==> src/rtl/if_id_pkg.sv <==
// Shared types and constants for the IF/ID pipeline register.
package if_id_pkg;

  // Widest program counter an entry can carry; if_id_reg uses the low PC_W bits.
  localparam int unsigned PC_MAX_W = 64;

  localparam logic [31:0] IF_ID_NOP = 32'h0000_0000;

  localparam logic [5:0] OP_ANDI = 6'h0C;
  localparam logic [5:0] OP_ORI  = 6'h0D;
  localparam logic [5:0] OP_XORI = 6'h0E;
  localparam logic [5:0] OP_LUI  = 6'h0F;

  typedef struct packed {
    logic                valid;
    logic [PC_MAX_W-1:0] pc;
    logic [31:0]         instr;
  } entry_t;

  function automatic logic is_zext_op(input logic [5:0] op);
    return (op == OP_ANDI) || (op == OP_ORI) || (op == OP_XORI) || (op == OP_LUI);
  endfunction

endpackage

==> src/rtl/if_id_fields.sv <==
// Combinational field split of the decode-side instruction word.
module if_id_fields
  import if_id_pkg::*;
(
  input  logic [31:0] instr_i,
  output logic [4:0]  rs_o,
  output logic [4:0]  rt_o,
  output logic [4:0]  rd_o,
  output logic [15:0] imm16_o,
  output logic        zext_o
);

  assign rs_o    = instr_i[25:21];
  assign rt_o    = instr_i[20:16];
  assign rd_o    = instr_i[15:11];
  assign imm16_o = instr_i[15:0];
  assign zext_o  = is_zext_op(instr_i[31:26]);

endmodule

==> src/rtl/if_id_reg.sv <==
// IF/ID pipeline register with a one-entry skid buffer and redirect flush.
// Define IF_ID_STATS_EN to add the stall_cnt/flush_cnt counters.
module if_id_reg
  import if_id_pkg::*;
#(
  parameter int unsigned PC_W      = 32,
  parameter logic [31:0] NOP_INSTR = IF_ID_NOP
) (
  input  logic            clk,
  input  logic            reset,
  input  logic            in_valid,
  output logic            in_ready,
  input  logic [PC_W-1:0] in_pc,
  input  logic [31:0]     in_instr,
  input  logic            flush,
  output logic            out_valid,
  input  logic            out_ready,
  output logic [PC_W-1:0] out_pc,
  output logic [31:0]     out_instr,
  output logic [4:0]      out_rs,
  output logic [4:0]      out_rt,
  output logic [4:0]      out_rd,
  output logic [15:0]     out_imm16,
  output logic            out_zext
`ifdef IF_ID_STATS_EN
  ,
  output logic [15:0]     stall_cnt,
  output logic [15:0]     flush_cnt
`endif
);

  entry_t main_q, main_d;
  entry_t skid_q, skid_d;
  entry_t in_ent, empty_ent;
  logic   accept;
  logic   main_free;

  assign in_ready  = !skid_q.valid && !reset;
  assign accept    = in_valid && in_ready;
  assign main_free = !main_q.valid || out_ready;

  always_comb begin
    in_ent                = '0;
    in_ent.valid          = 1'b1;
    in_ent.pc[PC_W-1:0]   = in_pc;
    in_ent.instr          = in_instr;
    empty_ent             = '0;
    empty_ent.instr       = NOP_INSTR;
    main_d                = main_q;
    skid_d                = skid_q;
    if (main_free) begin
      // Skid is older than any input, so it always wins the slot in main.
      if (skid_q.valid) begin
        main_d = skid_q;
        skid_d = accept ? in_ent : empty_ent;
      end else if (accept) begin
        main_d = in_ent;
      end else begin
        main_d = empty_ent;
      end
    end else if (accept) begin
      skid_d = in_ent;
    end
    if (flush) begin
      main_d = empty_ent;
      skid_d = empty_ent;
    end
  end

  always_ff @(posedge clk) begin
    if (reset) begin
      main_q <= empty_ent;
      skid_q <= empty_ent;
    end else begin
      main_q <= main_d;
      skid_q <= skid_d;
    end
  end

  assign out_valid = main_q.valid;
  assign out_pc    = main_q.valid ? main_q.pc[PC_W-1:0] : '0;
  assign out_instr = main_q.valid ? main_q.instr : NOP_INSTR;

  if (PC_W < PC_MAX_W) begin : g_pc_pad
    logic unused_pc_hi;
    assign unused_pc_hi = ^main_q.pc[PC_MAX_W-1:PC_W];
  end

  if_id_fields u_fields (
    .instr_i (out_instr),
    .rs_o    (out_rs),
    .rt_o    (out_rt),
    .rd_o    (out_rd),
    .imm16_o (out_imm16),
    .zext_o  (out_zext)
  );

`ifdef IF_ID_STATS_EN
  logic [15:0] stall_q;
  logic [15:0] flush_q;

  always_ff @(posedge clk) begin
    if (reset) begin
      stall_q <= '0;
      flush_q <= '0;
    end else begin
      if (main_q.valid && !out_ready && (stall_q != '1)) stall_q <= stall_q + 16'd1;
      if (flush && (flush_q != '1)) flush_q <= flush_q + 16'd1;
    end
  end

  assign stall_cnt = stall_q;
  assign flush_cnt = flush_q;
`endif

endmodule

==> config.mk <==
export PLATFORM = sky130hd
export DESIGN_NAME = if_id_reg
export DESIGN_NICKNAME = d
export VERILOG_FILES = /design/src/rtl/if_id_pkg.sv /design/src/rtl/if_id_fields.sv /design/src/rtl/if_id_reg.sv
export SDC_FILE = /design/constraint.sdc
export NUM_CORES = 1
export LEC_CHECK = 0
export CORE_MARGIN = 8
export CORE_UTILIZATION = 46
export CTS_CLUSTER_DIAMETER = 100
export DETAILED_ROUTE_END_ITERATION = 7
export PLACE_DENSITY = 0.76
export RECOVER_POWER = 100
export SLEW_MARGIN = 20
export SYNTH_ARGS = -nofsm -noshare
export SYNTH_HDL_FRONTEND = slang
export SYNTH_HIERARCHICAL = 1
export SYNTH_SLANG_ARGS = --single-unit
==> constraint.sdc <==
create_clock -name clk -period 2.07 [get_ports clk]
set_clock_uncertainty 0.05 [all_clocks]
set_input_delay 0.621 -clock clk [delete_from_list [all_inputs] [get_ports clk]]
set_output_delay 0.621 -clock clk [all_outputs]
set_load 0.05 [all_outputs]
==> results of run 1 <==
-- critical path, delay by kind of cell, from the launching register on --
family / cells / cell delay, ns
buffers and inverters: 3 / 0.45
DFF: 1 / 0.38
and+or+nand+nor: 1 / 0.23
-- final cells by class --
class	instances	area (µm²)
clock inverter	13	184
fill	731	2660
clock buffer	18	439
multi-input combinational	332	2300
timing repair buffer	195	2950
tap	143	179
antenna	1	2.50
sequential	130	2610
-- Yosys cell counts, drive strengths merged --
master and count:
or2 1, nor2b 2, a211oi 1, nor3 65, nand2b 1, a221oi 64, a22o 64, dfxtp 130
nor2 66, and4bb 2, a21oi 1, buf 55, clkbuf 33, nor3b 1, and2 64
-- registers in the layout, summed over array words and instances (netlist names) --
name,cells
out_valid,1
main_q,64
skid_q,65
-- path summary, 6_finish.rpt --
path,startpoint,depth (start not counted),end
worst min register to register,skid_q[50]$_SDFFE_PP0P_,1,skid_q[50]$_SDFFE_PP0P_
worst max register to register,out_valid$_SDFFE_PP0N_,7,skid_q[10]$_SDFFE_PP0P_
worst min-delay path,skid_q[50]$_SDFFE_PP0P_,1,skid_q[50]$_SDFFE_PP0P_
worst max-delay path,out_valid$_SDFFE_PP0N_,4,out_instr[21]
-- per-stage QoR --
step / total power, mW / std cells
2_1_floorplan: 2.79 / 550
3_5_place_dp: 3.03 / 793
4_1_cts: 6.15 / 828
3_3_place_gp: 3.02 / 793
6_report: 6.13 / 832
5_1_grt: 6.30 / 832
-- power by group through the flow --
stage / Sequential, mW / Combinational, mW / Clock (mW)
detailed placement: 2.61 / 0.419 / 0
global route: 2.56 / 0.466 / 3.28
CTS: 2.55 / 0.434 / 3.16
finish: 2.55 / 0.440 / 3.14
global placement: 2.61 / 0.409 / 0
floorplan: 2.60 / 0.191 / 0
-- placed cells by master, fill, tap and decap left out, drive strengths merged --
| cell | instances |
|---|---|
| a22o | 64 |
| nor3 | 65 |
| and4bb | 2 |
| a21oi | 1 |
| nand2b | 1 |
| a221oi | 64 |
| clkinvlp | 3 |
| inv | 1 |
| nor3b | 1 |
| and2 | 64 |
| clkdlybuf4s50 | 67 |
| buf | 127 |
| dfxtp | 130 |
| nor2b | 2 |
| a211oi | 1 |
| bufinv | 4 |
| dlygate4sd2 | 1 |
| nor2 | 66 |
| or2 | 1 |
| clkbuf | 18 |
| diode | 1 |
| clkinv | 5 |
-- cells by family (layout without fill, tap and decap cells) --
family	count (synthesis)	in the layout	share of synthesized area (%)
AOI/OAI and AO/OA	130	130	21.6
buffers and inverters	88	226	9.78
DFF	130	130	49.1
other	0	1	0
and+or+nand+nor	202	202	19.5
-- what timing repair did --
action                                  4_1_cts  5_1_grt
setup buffers                                 4        3
gates resized for setup                      11       23
cloned                                        0        0
endpoints found under the setup margin       76       76
pin swaps                                     0        1
-- layer usage --
metal  GRT usage, %  vias to the layer above  share of wire (%)
li1               -                     2236                  -
met1           25.0                     2380                 39
met2           37.1                      243                 51
met3           6.21                       32                8.3
met4           8.80                        0                2.3
met5              0                        -                  0
==> results list, run 1 <==
* Status: finished with violations
- The checks that failed: design-rule violations, negative setup slack.
- Setup violations remaining at the end of the flow were counted as 61.
* Final hold slack: 0.430 ns
- In the routed layout, each cell is associated on average with a via count of 5.88.
- Part of the cycle the worst path needs: 103%
* Most numerous cell on the critical path: sky130_fd_sc_hd__buf_12
- Post-Syn Area per Cell: 9.63 µm²
* Final hold violation count: 0
- Dividing the detail-routed wire length by the instance count gives 20.2 µm.
- Pwr/cell area: 708 mW/mm²
- Global placement routability congestion: 0.809
- Internal power: 4.80 mW
* Clock tree from TritonCTS: yes
* Total non-filler cell area in the finished layout: 0.00866 mm²
* Area fraction of the dominant cell type after synthesis: 49.1%
- Via count of the first global-routing pass: 4,983
- The floorplan has 39 rows.
- The setup path with the least slack is of type reg -> out.
- Sinks on the clock net: 130
- Width of the chip: 123 µm
* Final Routed Wirelength: 16.8 mm
* Type of the worst min-delay path: reg -> reg
- Post-synth net total: 619
- Counting I/O delays and the setup requirement, the final critical path takes 2.13 ns.
* Clock-pin transition on the worst setup and hold timing paths: 0.06 ns
- DR iter-0 viols: 402
* Combinational Power Share: 7.2%
- Global-route wire length before repair: 26.1 mm
- The pre-antenna-repair detailed-routing pass consisted of 8 iterations.
* Final-layout setup total negative slack: -1.24 ns
- Worst path max stage delay: 0.38 ns
- At the worst endpoint, the arrival time is 1.46 ns.
- Yosys mapped the design onto 18 distinct sky130hd cell types.
* Largest driver fanout on the critical path: 15
- H-tree Lvls: 4
- The longest clock path from root to sink contains 2 buffers.
* Vias: 4,891
* Switching portion of total power: 21.7%
* Power share of the sequential group: 41.7%
- Relative to the synthesized area, the layout overhead comes to 63.5%.
- For this run, the number of Yosys warnings is 6.
- In this run, the clock network consumes 51.2% of the power.
- Headroom to the max-slew limit came out at 49.6%.
- Floorplan Core Area: 0.0113 mm²
* Max-capacitance violation count: 0
- Final-stage net count: 745
- The setup check on the worst reg-to-reg path leaves a slack of 0.19 ns.
* Cell chain of the critical path: buf_8 > buf_12 > and2_2 > buf_12
* Maximum vdd ir drop: 0.607 mV
* Switching power of the nets: 1.33 mW
- FF+latch count, synth: 130
- TritonCTS created 17 clock buffers.
- Count of antenna-violating nets left after detailed routing: 0
* Drt drc: 13
- Setup slack at placement: -0.204 ns
* Max Freq: 0.469 GHz
- Initial core utilization: 46.8%
* Total track usage: 21.7%
* Type of destination of the critical path: output pin
- Transition time at the pin with the least slew margin: 0.756 ns
- Number of buffers added on ports: 166
- HPWL after detailed placement: 10.7 mm
- Post-route core utilization: 76.5%
- Number of hold buffers added after CTS: 0
* Slowest cell on the critical path: sky130_fd_sc_hd__dfxtp_4
* Top area cells in the synthesized netlist: sky130_fd_sc_hd__dfxtp_1 49%, sky130_fd_sc_hd__a221oi_1 11%, sky130_fd_sc_hd__a22o_1 11%, sky130_fd_sc_hd__and2_1 7.6%, sky130_fd_sc_hd__nor3_1 6.1%
* Cell taking the most area after synthesis: sky130_fd_sc_hd__dfxtp_1
- Post-Syn Area: 0.00530 mm²
- CTS root buffer: sky130_fd_sc_hd__clkbuf_16
- The die covers 0.0152 mm².
- Setup repair after global routing could not meet its margin everywhere.
- Max-slew violations: 0
- Vert. Die Dim: 123 µm
* Ratio of cells with drive above 1 in the final layout: 30.2%
* Leakage power summed over all cells: 3.40 nW
* Mapped Cells: 550
- Total overflow reported by the global router: 0
- In this run the count of I/O pins placed on the die edge is 167.
- In this run the cell area measured after placement is 0.00793 mm².
* Part of the Yosys area used for sequential elements: 49.1%
* Clock latency reported for the late side of the worst-skew pair: 0.40 ns
- Data on the critical path is required at its endpoint by 1.40 ns.
- Pin count of the biggest net entering global routing: 67
* Element type at the critical path start: register
- The initial antenna violation count came to 1.
* Final critical-path setup slack: -0.0612 ns
Note: power is estimated with default switching activity, not from simulation.
==> run 2, diff against run 1 <==
--- a/config.mk
+++ b/config.mk
@@ -9,8 +9,7 @@
 export CORE_UTILIZATION = 46
 export CTS_CLUSTER_DIAMETER = 100
 export DETAILED_ROUTE_END_ITERATION = 7
-export PLACE_DENSITY = 0.76
-export RECOVER_POWER = 100
+export PLACE_DENSITY = 0.82
 export SLEW_MARGIN = 20
 export SYNTH_ARGS = -nofsm -noshare
 export SYNTH_HDL_FRONTEND = slang
==> run 2 against run 1 <==
The run ends with negative setup slack left. Sequential power barely moved. First-iteration DRC count fell by 6.2%. Critical path depth did not move. Final cell count rose by 0.12%. Critical path type unchanged. Critical endpoint is now out_zext.
==> results list, run 2 (synthesis results as in run 1) <==
* Status: finished with violations
- Violations in the final reports: negative setup slack
* Vert. Die Dim: 123 µm
- Type of destination of the critical path: output pin
* Final-stage net count: 746
- Total non-filler cell area in the finished layout: 0.00876 mm²
- Ratio of cells with drive above 1 in the final layout: 31.2%
- At the worst endpoint, the required time is 1.40 ns.
* Worst EP arrival: 1.49 ns
- Placed instance area: 0.00794 mm²
- The hold violation count in the final report was 0.
- Setup violations remaining at the end of the flow were counted as 77.
- The number of global-route vias before repair was 5,124.
- The first routing iteration left 377 violations.
- Counting every sink on the clock net gives 130.
* Number of buffers added on ports: 166
- The worst register-to-register path has a depth of 3.
- Initial antenna violation count: 0
* Maximum vdd ir drop: 0.463 mV
- Final Routed Wirelength: 17.6 mm
- Transition time at the pin with the least slew margin: 0.599 ns
- Sequential cell area in the final layout: 0.00261 mm²
- Floorplan Core Area: 0.0113 mm²
- Placement Rows: 39
- Layout area overhead: 65.3%
- Drt drc: 0
- Max Freq: 0.462 GHz
- Summing all multi-input logic gate instances after layout gives 0.00232 mm².
* Setup repair after global routing missed its margin: true
- First-pass DRT Iterations: 5
- Total die area: 0.0152 mm²
* Vias: 4,986
- The worst register-to-register path ends at main_q[26]$_SDFFE_PP0N_.
- CTS root buffer: sky130_fd_sc_hd__clkbuf_16
- Global placement routability congestion: 0.755
- TritonCTS built the clock tree.
- Dividing the detail-routed via count by the number of cells gives 5.99.
* Flip-flop count of the largest register, all copies and words added: 65
* Most flops, register: skid_q
* Detailed-route wire length per cell: 21.1 µm
- In this run the register-to-register setup slack is 0.15 ns.
- Max-capacitance violation count: 0
- Ports placed on the boundary: 167
- In this run, CTS created clock tree buffers numbering 17.
- The number of antenna diodes in the final layout is 0.
- The first global-routing pass estimated 27.4 mm of wire.
- After layout, the minimum clock period comes to 2.16 ns.
* Max-slew violations: 0
- Global routing finished with a remaining overflow of 0.
* R2r startpoint: skid_q[96]$_SDFFE_PP0P_
- Width of the chip: 123 µm
- In this run the worst setup path begins at out_valid$_SDFFE_PP0N_.
- STA classifies the critical path startpoint as a register.
- The critical path ends at out_zext.
- At the later pin of the worst-skew pair, clock insertion delay measures 0.41 ns.
- Number of hold buffers added after CTS: 0
- Startpoint of the worst hold path: skid_q[59]$_SDFFE_PP0P_
- The library cells used most frequently in the layout, excluding fill and tap cells, are 128 x sky130_fd_sc_hd__dfxtp_1, 109 x sky130_fd_sc_hd__buf_12, 67 x sky130_fd_sc_hd__clkdlybuf4s50_1, 65 x sky130_fd_sc_hd__nor2_1, 65 x sky130_fd_sc_hd__nor3_1.
- No sink is reached through more buffers than the 2 on the longest clock path.
- Total track usage: 22.9%
- In the finished design, the share of the clock period the worst path needs comes to 105%.
* Clock-pin transition on the worst setup and hold timing paths: 0.06 ns
- Normalized max-slew margin: 60.0%
* Fill cell instance count of the final layout: 696
- The tightest min-delay check is of the reg -> reg type.
- Setup slack at placement: -0.206 ns
- H-tree Lvls: 4
* Count of antenna-violating nets left after detailed routing: 0
- Initial core utilization: 46.8%
* Pwr/cell area: 681 mW/mm²
- HPWL after detailed placement: 11.1 mm
- Critical path start-end classification: reg -> out
* Pin count of the biggest net entering global routing: 66
* Final critical-path setup slack: -0.0949 ns
- Leakage power summed over all cells: 3.43 nW
- Leaving out fill and tap cells, the most frequent cell in the layout is sky130_fd_sc_hd__dfxtp_1.
- Largest driver fanout on the critical path: 8
-- run 2: cell count changes in the layout (fill, tap and decap cells not counted), sizes merged --
cell / change
bufinv: -3
clkbuf: +1
clkinv: -3
clkinvlp: -1
diode: -1
inv: +8
-- run 2: stage by stage --
step / power (mW) / cells / hold slack [ns] / setup TNS (ns) / utilization (%)
after global routing: 6.12 / 833 / 0.445 / -6.32 / 77.3
after global placement: 3.02 / 791 / 0.411 / -16.48 / 70.1
after detailed placement: 3.03 / 791 / 0.416 / -22.21 / 70.1
after CTS: 5.97 / 831 / 0.434 / -2.10 / 76.6
after floorplan: 2.79 / 550 / 0.399 / -0.573 / -
final: 5.96 / 833 / 0.434 / -3.11 / 77.3
-- run 2: layout make-up --
type / count / area share (%)
Clock buffer: 18 / 5.02
Sequential cell: 130 / 29.8
Tap cell: 143 / 2.04
Multi-Input combinational cell: 332 / 26.5
Timing Repair Buffer: 196 / 35.1
Clock inverter: 14 / 1.63
-- run 2: what timing repair did --
item,4_1_cts,5_1_grt
setup buffers,8,1
setup endpoints to repair,74,90
gates resized for setup,37,15
cloned,1,1
pin swaps,5,1
-- run 2: worst min-delay path by stage --
stage                         endpoint  slack, ns  cells past startpoint
2_1_floorplan  skid_q[31]$_SDFFE_PP0P_       0.40                      1
4_1_cts        skid_q[63]$_SDFFE_PP0P_       0.43                      1
6_report       skid_q[59]$_SDFFE_PP0P_       0.43                      1
5_1_grt        skid_q[18]$_SDFFE_PP0P_       0.45                      1
3_3_place_gp   skid_q[61]$_SDFFE_PP0P_       0.41                      1
3_5_place_dp    skid_q[4]$_SDFFE_PP0P_       0.42                      1
-- run 2: critical path, stage by stage, from the launching register on --
cell and delay, ns:
sky130_fd_sc_hd__dfxtp_4 0.44, sky130_fd_sc_hd__buf_6 0.12, sky130_fd_sc_hd__and2_4 0.13, sky130_fd_sc_hd__and4bb_4 0.25
sky130_fd_sc_hd__buf_12 0.13
-- run 2: power breakdown --
group          switching (mW)  total (mW)  internal (mW)
clock network            1.22        2.95           1.73
registers              0.0207        2.55           2.53
logic                   0.222       0.461          0.239
total                    1.46        5.96           4.50
-- run 2: layer usage --
| metal | global-route usage [%] | share of wire [%] | up-vias |
|---|---|---|---|
| li1 | - | - | 2234 |
| met1 | 25.6 | 37 | 2476 |
| met2 | 40.4 | 52 | 248 |
| met3 | 6.85 | 8.6 | 28 |
| met4 | 8.05 | 1.8 | 0 |
| met5 | 0 | 0 | - |
==> edit, RTL diff (settings of run 1) <==
Set the parameter `PC_W` to 24 (it was 32).
--- a/src/rtl/if_id_reg.sv
+++ b/src/rtl/if_id_reg.sv
@@ -5,3 +5,3 @@
 #(
-  parameter int unsigned PC_W      = 32,
+  parameter int unsigned PC_W      = 24,
   parameter logic [31:0] NOP_INSTR = IF_ID_NOP
Ports: changed (resized in_pc and out_pc); port bits go from 167 to 151. No check against the original RTL was run, so the function may have changed too.
==> edit against run 1 <==
The flow finishes with violations (setup timing). Final area down 12%. Area after synthesis is 12% lower. Hold slack better by 0.0015 ns. Wire length down 14%. Critical path depth decreased by 1. Sequential cell count fell by 16. Worst setup slack worse by 0.11 ns. Total power is 11% lower. Clock power fell by 10%. Critical path type unchanged. Largest cell class unchanged.
==> edit: results (changes against run 1) <==
- Slew HR: 59.43% (was 49.61%)
- Drt pass-1 iters: 7 (was 8)
- Root buffer cell: clkbuf_8 (was clkbuf_16)
- CTS Buf Count: 17 (unchanged)
- Peak VDD IR: 0.5572 mV (was 0.6068 mV)
- Dpl ws: -0.2890 ns (was -0.2044 ns)
- Avg Inst Size Synth: 9.579 um^2 (was 9.632 um^2)
- Largest register FFs: 57 (was 65)
- Top cells by area, synth: dfxtp_1 49%, a221oi_1 10%, a22o_1 10%, and2_1 7.5%, nor3_1 6.1% (was dfxtp_1 49%, a221oi_1 11%, a22o_1 11%, and2_1 7.6%, nor3_1 6.1%)
- LEAKAGE: 3.005 nW (was 3.399 nW)
- First-pass GRT wire length: 23010 um (was 26130 um)
- Detail Placement HPWL: 9721 um (was 10660 um)
- Critical Path AT: 1.57 ns (was 1.46 ns)
- Vias/cell: 5.710 (was 5.879)
- Final RePlAce weighted congestion: 0.7750 (was 0.8091)
- Vias in the first global route: 4358 (was 4983)
- Placed cell area: 7101 um^2 (was 7925 um^2)
- Iteration-0 DRC count of the detailed router: 249 (was 402)
- Final setup violation count: 80 (was 61)
- Largest net degree at the start of global routing: 57 (was 67)
- I/O Buffers: 150 (was 166)
- Non-Filler Instances: 747 (was 832)
- Yosys cell types: 19 (was 18)
- Fillers: 713 (was 731)
- Synth top cells by count: 114 x dfxtp_1, 58 x nor2_1, 57 x nor3_1 (was 130 x dfxtp_1, 66 x nor2_1, 65 x nor3_1)
- Largest delay share family, worst path: simple AND/OR/NAND/NOR gates (was buffers and inverters)
- Wire length per cell: 19.39 um (was 20.23 um)
- Placed Cells: 712 (was 793)
- CP max stage delay: 0.46 ns (was 0.38 ns)
- Violated checks: setup timing (was DRC, setup timing)
- All-Layer GR Usage: 21.40% (was 21.69%)
- Net count reported at finish: 658 (was 745)
- Setup ws final: -0.1720 ns (was -0.06121 ns)
- Min-delay worst type: register to register (unchanged)
- Outcome: complete, but fails checks (unchanged)
- Setup TNS: -7.810 ns (was -1.244 ns)
- Crit path max fanout: 12 (was 15)
- Synth Net Count: 549 (was 619)
- Antenna violations before repair: 1 (unchanged)
- Seq/Total Area, Yosys: 48.82% (was 49.13%)
- Max clock buf depth: 2 (unchanged)
- Layout cells sized above 1: 29.84% (was 30.23%)
- Clock Latency Late Sink: 0.50 ns (was 0.40 ns)
- Max H-tree Level: 4 (unchanged)
[edit: changes by cell type in the layout (fill, tap and decap cells not counted), sizes merged, moves of 8 or more]
cell	before	now
a22o	64	56
a221oi	64	56
and2	64	56
buf	127	110
clkdlybuf4s50	67	58
dfxtp	130	114
nor3	65	57
nor2	66	58
[edit: kinds of logic (layout without fill, tap and decap cells)]
group / Yosys count / count (layout) / share of synthesized area [%]
AND/OR/NAND/NOR: 178 / 178 / 19.59
AO/OA/AOI/OAI: 114 / 114 / 21.36
flip-flops: 114 / 114 / 48.82
buffers and inverters: 82 / 204 / 10.22
other: 0 / 1 / 0
[edit: worst paths after layout]
check	cells after the start	slack (ns)	from	end
worst max-delay path	3	-0.17	out_valid	out_zext
worst min-delay path	1	0.43	skid_q[34]	skid_q[34]
worst max register to register	5	0.11	out_valid	skid_q[3]
worst min register to register	1	0.43	skid_q[34]	skid_q[34]
[edit: final cells by class]
class	count	area, um^2	share of cell area, %
timing repair buffer	172	2609	34.14
sequential	114	2290	29.96
multi-input combinational	292	1991	26.05
clock buffer	18	427.9	5.599
tap	136	170.2	2.227
clock inverter	14	152.6	1.997
antenna	1	2.502	0.03274
[edit: layer usage]
| metal | share of wire [%] | global-route usage (%) | wire length, um |
|---|---|---|---|
| met1 | 39 | 24.95 | 5678 |
| met2 | 51 | 36.61 | 7340 |
| met3 | 9.4 | 6.978 | 1365 |
| met4 | 0.70 | 6.485 | 102 |
| met5 | 0 | 0 | 0 |
[edit: report_power, final]
group	switching [mW]	leakage, nW	internal, mW
registers	0.0172	0.923	2.22
logic	0.183	1.80	0.191
clock network	1.06	0.287	1.76
total	1.26	3.01	4.17
[edit: what timing repair did]
| action | in CTS | in global routing |
|---|---|---|
| endpoints found under the setup margin | 86 | 82 |
| gates resized for setup | 11 | 0 |
| setup buffers | 2 | 0 |
